`src/rtl/bp_be_rpush_issue.sv`:
```
// Issue-side rpush controller: accepts CSR 0x083 push commands, queues them,
// and drives the regfile rpush bus only in cycles without normal writeback.
// Optional target-thread check enabled by defining BP_BE_RPUSH_TARGET_CHECK_EN.
module bp_be_rpush_issue #(
    parameter int thread_id_width_p = 2,
    parameter int num_threads_p     = 2**thread_id_width_p,
    parameter int reg_addr_width_gp = 5,
    parameter int data_width_p      = 64,
    parameter int fifo_els_p        = 2
) (
    input  logic                                       clk_i,
    input  logic                                       reset_i,
    input  logic                                       cmd_v_i,
    output logic                                       cmd_ready_o,
    input  logic [reg_addr_width_gp+thread_id_width_p-1:0] cmd_sel_i,
    input  logic [data_width_p-1:0]                    cmd_data_i,
    input  logic [thread_id_width_p-1:0]               self_thread_id_i,
    input  logic [num_threads_p-1:0]                   thread_en_i,
    input  logic                                       wb_v_i,
    output logic                                       rpush_w_v_o,
    output logic [thread_id_width_p-1:0]               rpush_thread_id_o,
    output logic [reg_addr_width_gp-1:0]               rpush_addr_o,
    output logic [data_width_p-1:0]                    rpush_data_o,
    output logic                                       err_v_o,
    output logic                                       busy_o
);

    localparam int PTR_W = (fifo_els_p > 1) ? $clog2(fifo_els_p) : 1;
    localparam int CNT_W = $clog2(fifo_els_p + 1);

    typedef enum logic {e_idle, e_issue} state_e;

    state_e                          r_state;
    logic [thread_id_width_p-1:0]    r_tid  [fifo_els_p];
    logic [reg_addr_width_gp-1:0]    r_addr [fifo_els_p];
    logic [data_width_p-1:0]         r_data [fifo_els_p];
    logic [PTR_W-1:0]                r_rd_ptr;
    logic [PTR_W-1:0]                r_wr_ptr;
    logic [CNT_W-1:0]                r_count;
    logic                            r_busy;
    logic                            r_err;

    logic [thread_id_width_p-1:0]    w_tid;
    logic [reg_addr_width_gp-1:0]    w_addr;
    logic                            w_accept;
    logic                            w_reject;
    logic                            w_enq;
    logic                            w_deq;
    logic                            w_head_v;
    logic [CNT_W-1:0]                w_count_next;

    function automatic logic [PTR_W-1:0] next_ptr(input logic [PTR_W-1:0] p);
        return (p == PTR_W'(fifo_els_p - 1)) ? '0 : p + 1'b1;
    endfunction

    assign w_tid    = cmd_sel_i[thread_id_width_p-1:0];
    assign w_addr   = cmd_sel_i[thread_id_width_p +: reg_addr_width_gp];
    assign w_accept = cmd_v_i & cmd_ready_o;

`ifdef BP_BE_RPUSH_TARGET_CHECK_EN
    // Only idle, foreign threads may receive a push.
    assign w_reject = thread_en_i[w_tid] | (w_tid == self_thread_id_i);
`else
    logic w_unused;
    assign w_unused = ^{self_thread_id_i, thread_en_i};
    assign w_reject = 1'b0;
`endif

    // x0 writes are swallowed silently before the target check applies.
    assign w_enq        = w_accept & (w_addr != '0) & ~w_reject;
    assign w_deq        = rpush_w_v_o;
    assign w_count_next = r_count + CNT_W'(w_enq) - CNT_W'(w_deq);
    assign w_head_v     = (r_count != '0);

    assign cmd_ready_o       = (r_count != CNT_W'(fifo_els_p));
    assign rpush_w_v_o       = (r_state == e_issue) & ~wb_v_i;
    assign rpush_thread_id_o = w_head_v ? r_tid[r_rd_ptr]  : '0;
    assign rpush_addr_o      = w_head_v ? r_addr[r_rd_ptr] : '0;
    assign rpush_data_o      = w_head_v ? r_data[r_rd_ptr] : '0;
    assign err_v_o           = r_err;
    assign busy_o            = r_busy;

    always_ff @(posedge clk_i) begin
        if (w_enq) begin
            r_tid[r_wr_ptr]  <= w_tid;
            r_addr[r_wr_ptr] <= w_addr;
            r_data[r_wr_ptr] <= cmd_data_i;
        end
    end

    always_ff @(posedge clk_i) begin
        if (reset_i) begin
            r_state  <= e_idle;
            r_rd_ptr <= '0;
            r_wr_ptr <= '0;
            r_count  <= '0;
            r_busy   <= 1'b0;
            r_err    <= 1'b0;
        end else begin
            if (w_enq) r_wr_ptr <= next_ptr(r_wr_ptr);
            if (w_deq) r_rd_ptr <= next_ptr(r_rd_ptr);
            r_count <= w_count_next;
            r_busy  <= (w_count_next != '0);
            r_err   <= w_accept & (w_addr != '0) & w_reject;
            case (r_state)
                e_idle:  if (w_count_next != '0) r_state <= e_issue;
                e_issue: if (w_count_next == '0) r_state <= e_idle;
            endcase
        end
    end

endmodule

```
`config.mk`:
```
export PLATFORM = sky130hd
export DESIGN_NAME = bp_be_rpush_issue
export DESIGN_NICKNAME = d
export VERILOG_FILES = /design/src/rtl/bp_be_rpush_issue.sv
export SDC_FILE = /design/constraint.sdc
export NUM_CORES = 1
export LEC_CHECK = 0
export ABC_AREA = 1
export BUFFER_PORTS_ARGS = -buffer_cell sky130_fd_sc_hd__clkbuf_2
export CAP_MARGIN = 5
export CORE_UTILIZATION = 52
export DETAILED_ROUTE_END_ITERATION = 7
export PLACE_DENSITY_LB_ADDON = 0.12
export SLEW_MARGIN = 5
export SYNTH_ARGS = -nofsm -noshare
export SYNTH_HDL_FRONTEND = slang
export SYNTH_SLANG_ARGS = --single-unit
```
`constraint.sdc`:
```
create_clock -name clk_i -period 4.7 [get_ports clk_i]
set_clock_uncertainty 0.05 [all_clocks]
set_input_delay 0.47 -clock clk_i [delete_from_list [all_inputs] [get_ports clk_i]]
set_output_delay 0.47 -clock clk_i [all_outputs]
set_load 0.005 [all_outputs]
```
# Yosys cells after proc, flatten, opt, wreduce, memory -nomap -nowiden
# Memories as Yosys holds them, arrays and structs flattened. A register that Yosys moved wholly into a read port is not among the register bits.
# Cells that the tools add are included.
totals:
  mem_bits_ro: 0
  regBits: 6
  word_cells: 38
  latch_bits: 0
  inputBits: 81
  out_inout_bits: 75
  mem_bits_rw: 142
  n_memories: 3
memory_table:
  columns: ["name", "words", "width", "read_ports", "rd_clocked_by_memory_dff", "wr", "line", "source"]
  rows:
  - ["r_data", 2, 64, 1, 1, 1, "36", "logic [data_width_p-1:0] r_data [fifo_els_p];"]
  - ["r_addr", 2, 5, 1, 1, 1, "35", "logic [reg_addr_width_gp-1:0] r_addr [fifo_els_p];"]
  - ["r_tid", 2, 2, 1, 1, 1, "34", "logic [thread_id_width_p-1:0] r_tid [fifo_els_p];"]
classes:
  shift: 0
  addsub: 4
  n_eq_ne: 1
  n_div: 0
  muxes: 16
  order_cmp: 0
  reduce_logical: 4
  n_bitwise: 5
  multipliers: 0
ops:
  columns: ["operator", "n"]
  rows:
  - ["$mux 64", 1]
  - ["$mux 1", 12]
  - ["$mux 5", 1]
  - ["$reduce_bool 5->1", 1]
  - ["$reduce_bool 2->1", 2]
  - ["$and 1x1->1", 3]
  - ["$add 1x1->1 const B", 2]
  - ["$add 2x1->2", 1]
  - ["$logic_not 2->1", 1]
  - ["$mux 2", 1]
  - ["$ne 2x2->1 const B", 1]
  - ["$not 1->1", 2]
  - ["$pmux 1 s2", 1]
  - ["$sub 2x1->2", 1]

# Longest topological paths before layout
depth:
  word_depth: 8
  depth_mapped: 12

# Worst setup path after synthesis
# OpenSTA, ideal clock, no wires.
synth_path:
  path_type: "input-to-reg"
  start: "input port cmd_v_i"
  end: "memory r_addr[0][0], enable pin"
  stages: 4
  arrival_time_ns: 3.736
  path_buffers: 0
  slack_ns: 0.413
  cell_sequence: "inv_1 > a21oi_1 > nand2_1 > nor2_1"
synth_via:
  elab_chain_len: 4
synth_rtl:
  columns: ["element", "line", "source"]
  rows:
  - ["start, declared", "13", "input logic cmd_v_i,"]
  - ["$and 1x1->1", "58", "assign w_accept = cmd_v_i & cmd_ready_o;"]
  - ["$and 1x1->1", null, null]
  - ["$mux 1", "84", "if (w_enq) begin"]
  - ["$mux 1 (not written as such)", "86", "r_addr[r_wr_ptr] <= w_addr;"]
  - ["end, declared", "35", null]
# No other way between the ends.

# Worst setup path after layout
layout_path:
  start: "register r_count[1]"
  end: "output port rpush_addr_o[0]"
layout_via:
  elab_chain_len: 2
layout_rtl:
  columns: ["element", "line", "source"]
  rows:
  - ["start, declared", "39", "logic [CNT_W-1:0] r_count;"]
  - ["start signal, assigned", "102", "r_count <= w_count_next;"]
  - ["$reduce_bool 2->1", "73", "assign w_head_v = (r_count != '0);"]
  - ["$mux 5", "78", "assign rpush_addr_o = w_head_v ? r_addr[r_rd_ptr] : '0;"]
  - ["end, declared", "22", "output logic [reg_addr_width_gp-1:0] rpush_addr_o,"]
# No other way between the ends.

==> reports/metrics.csv <==
stage,metric,value,unit
sta,timing.slew.headroom,30.7,%
sta,rsz0062_at_grt,no,
critical_path,worst-endpoint-required,4.18,ns
critical_path,cp_max_fo,37,
routing,route.detailed.drc,0,
synth,synth_warnings,0,
floorplan,core,10400,µm²
clock_network,tritoncts.num_buffers,17,
critical_path,worst_r2r_startpoint,r_count[0],
clock_network,cts_resized,0,
routing,via_per_inst,5.03,
critical_path,worstPathArrival,2.37,ns
floorplan,chipHeight,106,µm
critical_path,critical-path-top-delay-family,simple AND/OR/NAND/NOR gates,
clock_network,clk_root_buffer_cell,sky130_fd_sc_hd__clkbuf_8,
sta,totalNegativeSetupSlack,0,ns
synth,post_synth_num_cell_types,15,
clock_network,cts.clk_slew.worst_paths,0.06,ns
clock_network,postCtsSetupRepairBufs,0,
global_routing,grt_remaining_overflow,0,
clock_network,cts_htree_levels,4,
synth,syn-cell-area,5590,µm²
clock_network,clock-sinks,149,
clock_network,clock_tree_from_tritoncts,yes,
final_layout,drive_above_1_share,32.0,%
critical_path,reg2reg_slack,2.12,ns
critical_path,reg2reg_depth,5,
place,dp_worst_setup_slack,2.04,ns
critical_path,critPathBufInv,2,
critical_path,critical_path.slowest_cell,sky130_fd_sc_hd__nor2_4,
clock_network,clk_path_buf_depth,2,
floorplan,floorplan.io_pins,156,
global_routing,number_of_antenna_violations_at_the_first_check_in_global_routing,0,
critical_path,rr_endpoint,r_data[1][17],
global_routing,grt.total_usage,20.5,%
floorplan,die_width,106,µm
floorplan,initial_utilization,53.9,%
critical_path,setup.worst_path.start_class,flip-flop,
critical_path,timing_worst_setup_path_type,reg2out,
synth,yosysSeqAreaShare,78.7,%
synth,synth_top_cell_by_area,sky130_fd_sc_hd__edfxtp_1,
critical_path,critPathMaxStageDelay,0.69,ns
routing,firstDrtPassIters,4,
status,run_status,finished clean,
routing,wirelength,11000,µm
floorplan,die_area,11200,µm²
synth,mapped_cells,425,
place,io_buffer_count,148,
critical_path,series_of_cell_instances_along_the_critical_path,nor2_4 -> buf_4 -> a21oi_1 -> clkbuf_2,
final_layout,layout_area_growth_over_synthesis,25.8,%
sta,min_period_over_period,61.5,%
synth,ys_ff_latch,149,
routing,post_drt_wl_per_cell,15.2,µm
synth,synth.area.top_cells,"sky130_fd_sc_hd__edfxtp_1 (76%), sky130_fd_sc_hd__nand2_1 (10%), sky130_fd_sc_hd__a21oi_1 (6.5%)",
final_layout,antennaDiodeCount,0,
critical_path,end_kind,output pin,
power,pwr_density_cell,586,nW/µm²
final_layout,final_net_count,657,
sta,finalCriticalPeriod,2.89,ns
final_layout,register_area,4410,µm²
place,place.gp.congestion,0.708,
routing,route.vias.total,3640,
final_layout,layout.cell_area.non_filler,7040,µm²
routing,final_antenna_net_count,0,
synth,syn-mean-instance-area,13.2,µm²
global_routing,first_global_vias,3485,
min_path,holdPathStages,2,
floorplan,row_count,37,
global_routing,grt_first_pass_wirelength,16900,µm
synth,synthesized_netlist_net_count,508,
job,max_cap_viol_count,0,
final_layout,num-fill-cells,781,
routing,detailedRoute.firstIterationViolations,220,
power,vdd_ir_drop_max,0.436,mV
place,dp.final_hpwl,6450,µm
place,placement.cell_area,6440,µm²
sta,endpoints_failing_hold,0,
final_layout,multiInputGateArea,1040,µm²
min_path,timing.hold.worst.class,in2reg,
synth,netlist.area_leader.share,76.2,%
power,p_leak,2.86,nW
clock_network,clock_latency,0.52,ns
sta,timing.final.max_slew_violations,0,
sta,achievable-frequency,346,MHz
min_path,hold_start,reset_i,
global_routing,grt_max_degree,72,
sta,finalSetupViolCount,0,
clock_network,cts_hold_repair.buffers,0,
sta,worstMarginPinSlew,1.04,ns
sta,finalWorstSetupSlack,1.81,ns
-- worst max-delay path by stage --
stage	start	end	slack (ns)	depth (start not counted)
final	r_count[1]	rpush_addr_o[0]	1.81	4
after global routing	r_count[1]	rpush_data_o[7]	1.66	4
after CTS	r_count[1]	rpush_addr_o[0]	1.77	4
after detailed placement	cmd_v_i	r_data[1][9]	2.04	6
after global placement	cmd_v_i	r_data[1][3]	2.08	6
after floorplan	cmd_v_i	r_addr[0][0]	0.41	4
-- registers in the layout (all words and copies together), names as in the netlist, named ones only --
register,count
r_count,2
r_wr_ptr,1
r_state,1
r_addr,10
busy_o,1
r_data,128
r_rd_ptr,1
r_tid,4
-- report_power, final --
group          total (W)  leakage, nW  switching [W]  internal, W
sequential       0.00172         1.38      0.0000513      0.00167
clock            0.00134        0.280       0.000501     0.000838
combinational    0.00106         1.20       0.000686     0.000374
total            0.00412         2.86        0.00124      0.00288
-- cell usage after synthesis --
library cell               count
sky130_fd_sc_hd__ha_1          2
sky130_fd_sc_hd__nand2_1     151
sky130_fd_sc_hd__buf_4         1
sky130_fd_sc_hd__xnor2_1       1
sky130_fd_sc_hd__clkinv_2      1
sky130_fd_sc_hd__buf_2        22
sky130_fd_sc_hd__dfxtp_1       7
sky130_fd_sc_hd__o21ai_0       2
sky130_fd_sc_hd__nor2_1        9
sky130_fd_sc_hd__nand3_1       2
sky130_fd_sc_hd__conb_1        1
sky130_fd_sc_hd__inv_1        10
sky130_fd_sc_hd__edfxtp_1    142
sky130_fd_sc_hd__a21oi_1      73
sky130_fd_sc_hd__nor2_2        1
-- per-stage QoR --
stage / hold WS (ns) / std cells / util, % / total power [W]
4_1_cts: 0.0567 / 723 / 67.9 / 0.00417
3_5_place_dp: 0.457 / 691 / 62.1 / 0.00283
3_3_place_gp: 0.443 / 691 / 62.1 / 0.00281
5_1_grt: 0.0621 / 723 / 67.9 / 0.00433
2_1_floorplan: 0.425 / 425 / - / 0.00235
6_report: 0.0742 / 723 / 67.9 / 0.00412
-- layout by cell type, fill, tap and decap left out --
cell type and count:
sky130_fd_sc_hd__a21oi_1 73, sky130_fd_sc_hd__o21ai_0 2, sky130_fd_sc_hd__xnor2_1 1, sky130_fd_sc_hd__clkbuf_2 148, sky130_fd_sc_hd__bufinv_16 3, sky130_fd_sc_hd__clkinvlp_4 4, sky130_fd_sc_hd__buf_4 5, sky130_fd_sc_hd__nand3_1 2
sky130_fd_sc_hd__nor2_1 8, sky130_fd_sc_hd__clkbuf_1 2, sky130_fd_sc_hd__nor2_4 2, sky130_fd_sc_hd__clkbuf_16 16, sky130_fd_sc_hd__clkbuf_8 3, sky130_fd_sc_hd__clkinv_2 2, sky130_fd_sc_hd__inv_1 9, sky130_fd_sc_hd__ha_1 2
sky130_fd_sc_hd__conb_1 1, sky130_fd_sc_hd__dfxtp_2 1, sky130_fd_sc_hd__edfxtp_1 142, sky130_fd_sc_hd__nand2_1 151, sky130_fd_sc_hd__dfxtp_1 6, sky130_fd_sc_hd__clkinv_4 3, sky130_fd_sc_hd__inv_2 1
-- layer usage --
metal	up-vias	part of all wire, %	global-route usage, %
li1	1784	-	-
met1	1709	41	24.8
met2	139	50	33.5
met3	8	7.6	8.35
met4	0	0.92	6.55
met5	-	0	0
-- layout make-up --
| type | instances | share of cell area [%] |
|---|---|---|
| Clock inverter | 11 | 2.15 |
| Timing Repair Buffer | 153 | 11.1 |
| Inverter | 11 | 0.604 |
| Multi-Input combinational cell | 242 | 14.8 |
| Sequential cell | 149 | 62.6 |
| Clock buffer | 21 | 6.38 |
| Tap cell | 136 | 2.42 |
-- logic make-up after synthesis --
group	Yosys count	share of synthesized area, %
and+or+nand+nor	163	11.0
xor gates and xnor gates	1	0.157
adders and majority gates	2	0.447
other	1	0.0670
buffers and inverters	34	2.86
AOI/OAI and AO/OA	75	6.71
DFF	149	78.7
No activity file was read; power rests on OpenSTA's default activity.
